==> src/rtl/nn_layer_sequencer.sv <==
// nn_layer_sequencer: drives the neuron-array shift register through load, NUM_LAYERS compute layers and output streaming.
// Optional watchdog on neuron_done enabled by SEQ_WATCHDOG_EN.
module nn_layer_sequencer #(
  parameter int NUM_LAYERS  = 3,
  parameter int WDOG_CYCLES = 255
) (
  input  logic       clk,
  input  logic       rstn,
  input  logic       start,
  input  logic       in_valid,
  output logic       in_ready,
  output logic       neuron_start,
  input  logic       neuron_done,
  output logic [1:0] selector,
  output logic [1:0] selector_output,
  output logic       out_valid,
  input  logic       out_ready,
  output logic [3:0] layer_idx,
  output logic       busy,
  output logic       done,
  output logic       err
);
  typedef enum logic [2:0] {IDLE, LOAD, COMPUTE, WAIT_N, FEEDBACK, OUT_SEL, OUT_PRES} state_t;
  localparam logic [3:0] LAST_LAYER = 4'(NUM_LAYERS - 1);
  state_t state, state_n;
  logic [1:0] load_cnt, load_cnt_n, out_idx, out_idx_n, sel_q;
  logic [3:0] layer_n;
  logic done_n;
`ifdef SEQ_WATCHDOG_EN
  localparam int WW = $clog2(WDOG_CYCLES + 1);
  logic [WW-1:0] wcnt;
  logic err_n;
`endif
  // the shift must land on the same edge that consumes data_in, so the hold code is overridden by the live handshake
  assign selector = (in_ready && in_valid) ? 2'b00 : sel_q;
  assign selector_output = out_idx;
  always_comb begin
    state_n = state;
    load_cnt_n = load_cnt;
    out_idx_n = out_idx;
    layer_n = layer_idx;
    done_n = 1'b0;
`ifdef SEQ_WATCHDOG_EN
    err_n = err;
`endif
    case (state)
      IDLE: if (start && !done) begin
        state_n = LOAD;
        load_cnt_n = 2'd0;
      end
      LOAD: if (in_valid) begin
        load_cnt_n = load_cnt + 2'd1;
        state_n = (load_cnt == 2'd3) ? COMPUTE : LOAD;
      end
      COMPUTE: state_n = WAIT_N;
      WAIT_N: if (neuron_done) state_n = FEEDBACK;
`ifdef SEQ_WATCHDOG_EN
      else if (wcnt == WW'(WDOG_CYCLES - 1)) begin
        state_n = IDLE;
        err_n = 1'b1;
        layer_n = 4'd0;
      end
`endif
      FEEDBACK: if (layer_idx == LAST_LAYER) begin
        state_n = OUT_SEL;
        out_idx_n = 2'd3;
      end else begin
        state_n = COMPUTE;
        layer_n = layer_idx + 4'd1;
      end
      OUT_SEL: state_n = OUT_PRES;
      OUT_PRES: if (out_ready) begin
        state_n = (out_idx == 2'd0) ? IDLE : OUT_SEL;
        done_n = (out_idx == 2'd0);
        layer_n = (out_idx == 2'd0) ? 4'd0 : layer_idx;
        out_idx_n = (out_idx == 2'd0) ? 2'd0 : out_idx - 2'd1;
      end
      default: state_n = IDLE;
    endcase
  end
  always_ff @(posedge clk) begin
    if (!rstn) begin
      state <= IDLE;
      load_cnt <= 2'd0;
      out_idx <= 2'd0;
      layer_idx <= 4'd0;
      sel_q <= 2'b01;
      in_ready <= 1'b0;
      neuron_start <= 1'b0;
      out_valid <= 1'b0;
      busy <= 1'b0;
      done <= 1'b0;
    end else begin
      state <= state_n;
      load_cnt <= load_cnt_n;
      out_idx <= out_idx_n;
      layer_idx <= layer_n;
      sel_q <= (state_n == FEEDBACK) ? 2'b10 : 2'b01;
      in_ready <= (state_n == LOAD);
      neuron_start <= (state_n == COMPUTE);
      out_valid <= (state_n == OUT_PRES);
      busy <= (state_n != IDLE);
      done <= done_n;
    end
  end
`ifdef SEQ_WATCHDOG_EN
  always_ff @(posedge clk) begin
    if (!rstn) begin
      wcnt <= '0;
      err <= 1'b0;
    end else begin
      wcnt <= (state == WAIT_N && state_n == WAIT_N) ? wcnt + 1'b1 : '0;
      err <= err_n;
    end
  end
`else
  assign err = 1'b0;
`endif
endmodule

==> config.mk <==
export PLATFORM = sky130hd
export DESIGN_NAME = nn_layer_sequencer
export DESIGN_NICKNAME = d
export VERILOG_FILES = /design/src/rtl/nn_layer_sequencer.sv
export SDC_FILE = /design/constraint.sdc
export NUM_CORES = 1
export LEC_CHECK = 0
export CAP_MARGIN = 20
export CORE_ASPECT_RATIO = 1.4
export CORE_MARGIN = 2
export CORE_UTILIZATION = 49
export DETAILED_ROUTE_END_ITERATION = 7
export PLACE_DENSITY_LB_ADDON = 0.12
export SYNTH_ARGS = -nofsm -noshare
export SYNTH_HDL_FRONTEND = slang
export SYNTH_SLANG_ARGS = --single-unit
==> constraint.sdc <==
create_clock -name clk -period 1.9 [get_ports clk]
set_input_delay 0.19 -clock clk [delete_from_list [all_inputs] [get_ports clk]]
set_output_delay 0.19 -clock clk [all_outputs]
set_load 0.05 [all_outputs]
==> metrics.log <==
INFO  metric status = finished clean
INFO  metric cts_tree = built
INFO  metric final_core_utilization = 64.3%
INFO  metric die_outline_area = 2350 µm²
INFO  metric final_design_area_no_fill = 1220 µm²
INFO  metric placed_cell_area = 1190 µm²
INFO  metric crit_path_cell_trace = clkdlybuf4s50_1
INFO  metric netSwitchingFraction = 24.5%
INFO  metric holdBufCountCts = 0
INFO  metric drt_drc_violations_left = 0
INFO  metric drt_pre_antenna_iters = 4
INFO  metric syn_inst = 101
INFO  metric switching_power = 175 µW
INFO  metric rsz0062_at_grt = no
INFO  metric delay_of_the_slowest_cell_on_the_worst_path = 0.83 ns
INFO  metric startpoint = layer_idx[2]$_SDFFE_PN0P_
INFO  metric gp_routability_congestion = 0.774
INFO  metric gr-max-usage-layer = met2
INFO  metric fmax = 574 MHz
INFO  metric antenna_violating_nets_post_route = 0
INFO  metric timing.final.crit_share = 91.7%
INFO  metric number_of_buffers_added_by_the_clock_tree_synthesis_step = 3
INFO  metric static-leakage-power = 0.000490 µW
INFO  metric synth.avg_cell_area = 9.56 µm²
INFO  metric htreeDepth = 1
INFO  metric yosysWarnings = 0
INFO  metric post-synth-top-count-cell = sky130_fd_sc_hd__dfxtp_1
INFO  metric post_cts_buffers = 0
INFO  metric die_w = 41.5 µm
INFO  metric critical_path.top_delay_family = buffers and inverters
INFO  metric cts.path.max_buffers = 2
INFO  metric setup-violations-final = 0
INFO  metric clock_insertion_delay_worst_skew = 0.29 ns
INFO  metric critical_path_class = flip-flop to output pin
INFO  metric area.growth.synth_to_final = 26.7%
INFO  metric clock_sinks = 18
INFO  metric grt_first_pass_wirelength = 3.28 mm
INFO  metric start_kind = flip-flop
INFO  metric die_h = 56.5 µm
INFO  metric first_global_vias = 796
INFO  metric pwr-share-seq = 55.0%
INFO  metric maxSlewViolCount = 0
INFO  metric post_route_cells_drive_above_1_share = 21.1%
INFO  metric initial_utilization = 50.8%
INFO  metric final.min_clock_period = 1.74 ns
INFO  metric cp_data_required_time = 1.71 ns
INFO  metric grt_util_met3 = 3.22%
INFO  metric power_density = 581 nW/µm²
INFO  metric vdd_drop_max = 0.501 mV
INFO  metric design.final.nets = 133
INFO  metric synth.ff_latch_count = 18
INFO  metric post_cts_resized = 0
INFO  metric crit_fanout = 5
INFO  metric floorplan.rows = 19
INFO  metric synth.cell_area = 966 µm²
INFO  metric worst_clock_skew = 0.00295 ns
INFO  metric n_antenna_cell = 0
INFO  metric gr-usage-all-layers = 17.7%
INFO  metric post_synth_most_frequent_cells = 18 x sky130_fd_sc_hd__dfxtp_1, 9 x sky130_fd_sc_hd__nand2_1, 7 x sky130_fd_sc_hd__nor2_1
INFO  metric io_pins = 20
INFO  metric critical_path.n_buffers_inverters = 1
INFO  metric worst_setup_slack_after_placement = 0.164 ns
INFO  metric io_buffers = 18
INFO  metric vias = 777
INFO  metric hp-start = layer_idx[3]$_SDFFE_PN0P_
INFO  metric synth_ff_type = sky130_fd_sc_hd__dfxtp_1
INFO  metric global_route.usage.met2 = 33.3%
INFO  metric count_of_flip_flops_with_a_built_in_enable_after_synthesis = 0
INFO  metric p_int = 537 µW
INFO  metric share_of_total_power_in_the_clock_network = 33.0%
INFO  metric detailedRoute.firstIterationViolations = 15
INFO  metric worst_path_max_delay_cell = sky130_fd_sc_hd__clkdlybuf4s50_1
INFO  metric yosysUniqueCellTypes = 44
INFO  metric max_slew_margin = 66.4%
INFO  metric synth_async_sr_flop_share = 0%
INFO  metric timing.max_cap.violations = 0
INFO  metric grt_antenna_before_repair = 0
INFO  metric worstHoldPathType = flip-flop to flip-flop
INFO  metric grt_max_degree = 14
INFO  metric endpoint_kind = output pin
INFO  metric synth.net_count = 110
INFO  metric grtUsageMet1 = 18.9%
INFO  metric worst_slack = 0.158 ns
INFO  metric final-hold-violation-count = 0
INFO  metric largest_cells_by_area_after_synthesis = sky130_fd_sc_hd__dfxtp_1 37%, sky130_fd_sc_hd__ha_1 3.9%, sky130_fd_sc_hd__nand2_1 3.5%
INFO  metric detail_route.vias_per_cell = 5.40
INFO  metric overflow = 0
INFO  metric clkTransAtPathRegs = 0.10 ns
INFO  metric coreArea = 1900 µm²
INFO  metric routed_wl = 1.74 mm
INFO  metric netlist.area_leader.share = 37.3%
INFO  metric cts_root_buf = sky130_fd_sc_hd__clkbuf_4
INFO  metric tns = 0 ns
INFO  metric routed_wire_length_per_instance = 12.1 µm
INFO  metric crit-reg2reg-launch = layer_idx[0]$_SDFFE_PN0P_
INFO  metric worst_pin_slew = 0.502 ns
INFO  metric combPwrFrac = 12.0%
INFO  metric hold_slack = 0.522 ns
INFO  metric cp.arrival = 1.55 ns
INFO  metric seq_area_frac_synth = 37.3%
INFO  metric post-dp-hpwl = 1.40 mm
INFO  metric synth_largest_area_cell = sky130_fd_sc_hd__dfxtp_1
==> path summary, 6_finish.rpt <==
check,end,slack [ns],depth (start not counted)
max,layer_idx[2],0.16,1
min,layer_idx[3]$_SDFFE_PN0P_,0.52,1
min reg2reg,layer_idx[3]$_SDFFE_PN0P_,0.52,1
max reg2reg,layer_idx[2]$_SDFFE_PN0P_,0.17,7
==> cell type report <==
cell class,instances,area (µm²)
inverter,3,11.3
timing repair buffer,23,238
sequential,18,363
tap,21,26.3
fill,177,678
multi-input combinational,75,549
clock buffer,4,36.3
==> flip-flops by register name, indices dropped and copies added (netlist names) <==
name / cells
in_ready: 1
neuron_start: 1
load_cnt: 2
selector_output: 2
busy: 1
state: 3
done: 1
sel_q: 2
out_valid: 1
layer_idx: 4
==> kinds of logic after synthesis <==
family          count (synthesis)  share of synthesized area (%)
mux                             2                           2.46
other cells                     1                          0.388
flops                          18                           37.3
buf+inv                         8                           5.83
fa+ha+maj                       3                           3.89
simple gates                   46                           31.7
compound gates                 23                           18.4
==> stage by stage <==
step,std cells,power [µW]
final,144,712
after global routing,144,743
after CTS,144,718
after detailed placement,140,486
after global placement,140,485
after floorplan,101,456
==> power by group through the flow <==
stage	combinational [µW]	sequential (µW)	clock [µW]
2_1_floorplan	47.7	408	0
3_3_place_gp	85.2	400	0
3_5_place_dp	85.9	400	0
4_1_cts	86.1	392	241
5_1_grt	92.3	393	258
6_report	85.1	391	235
==> metal layers <==
| layer | vias to the layer above | part of all wire, % |
|---|---|---|
| met3 | 6 | 3.5 |
| li1 | 401 | - |
| met5 | - | 0 |
| met2 | 15 | 53 |
| met4 | 0 | 2.4 |
| met1 | 355 | 41 |
==> layout by cell type, fill, tap and decap left out, types with 3 or more instances in the layout <==
| master | n |
|---|---|
| sky130_fd_sc_hd__a21boi_0 | 4 |
| sky130_fd_sc_hd__o21ai_0 | 4 |
| sky130_fd_sc_hd__clkbuf_4 | 3 |
| sky130_fd_sc_hd__a21oi_1 | 4 |
| sky130_fd_sc_hd__buf_4 | 5 |
| sky130_fd_sc_hd__nor2_1 | 7 |
| sky130_fd_sc_hd__ha_1 | 3 |
| sky130_fd_sc_hd__dfxtp_1 | 16 |
| sky130_fd_sc_hd__inv_1 | 3 |
| sky130_fd_sc_hd__clkdlybuf4s50_1 | 16 |
| sky130_fd_sc_hd__nand3_1 | 4 |
| sky130_fd_sc_hd__nand2_1 | 9 |
| sky130_fd_sc_hd__and2_1 | 4 |
Power figures use the tool's default switching activity.
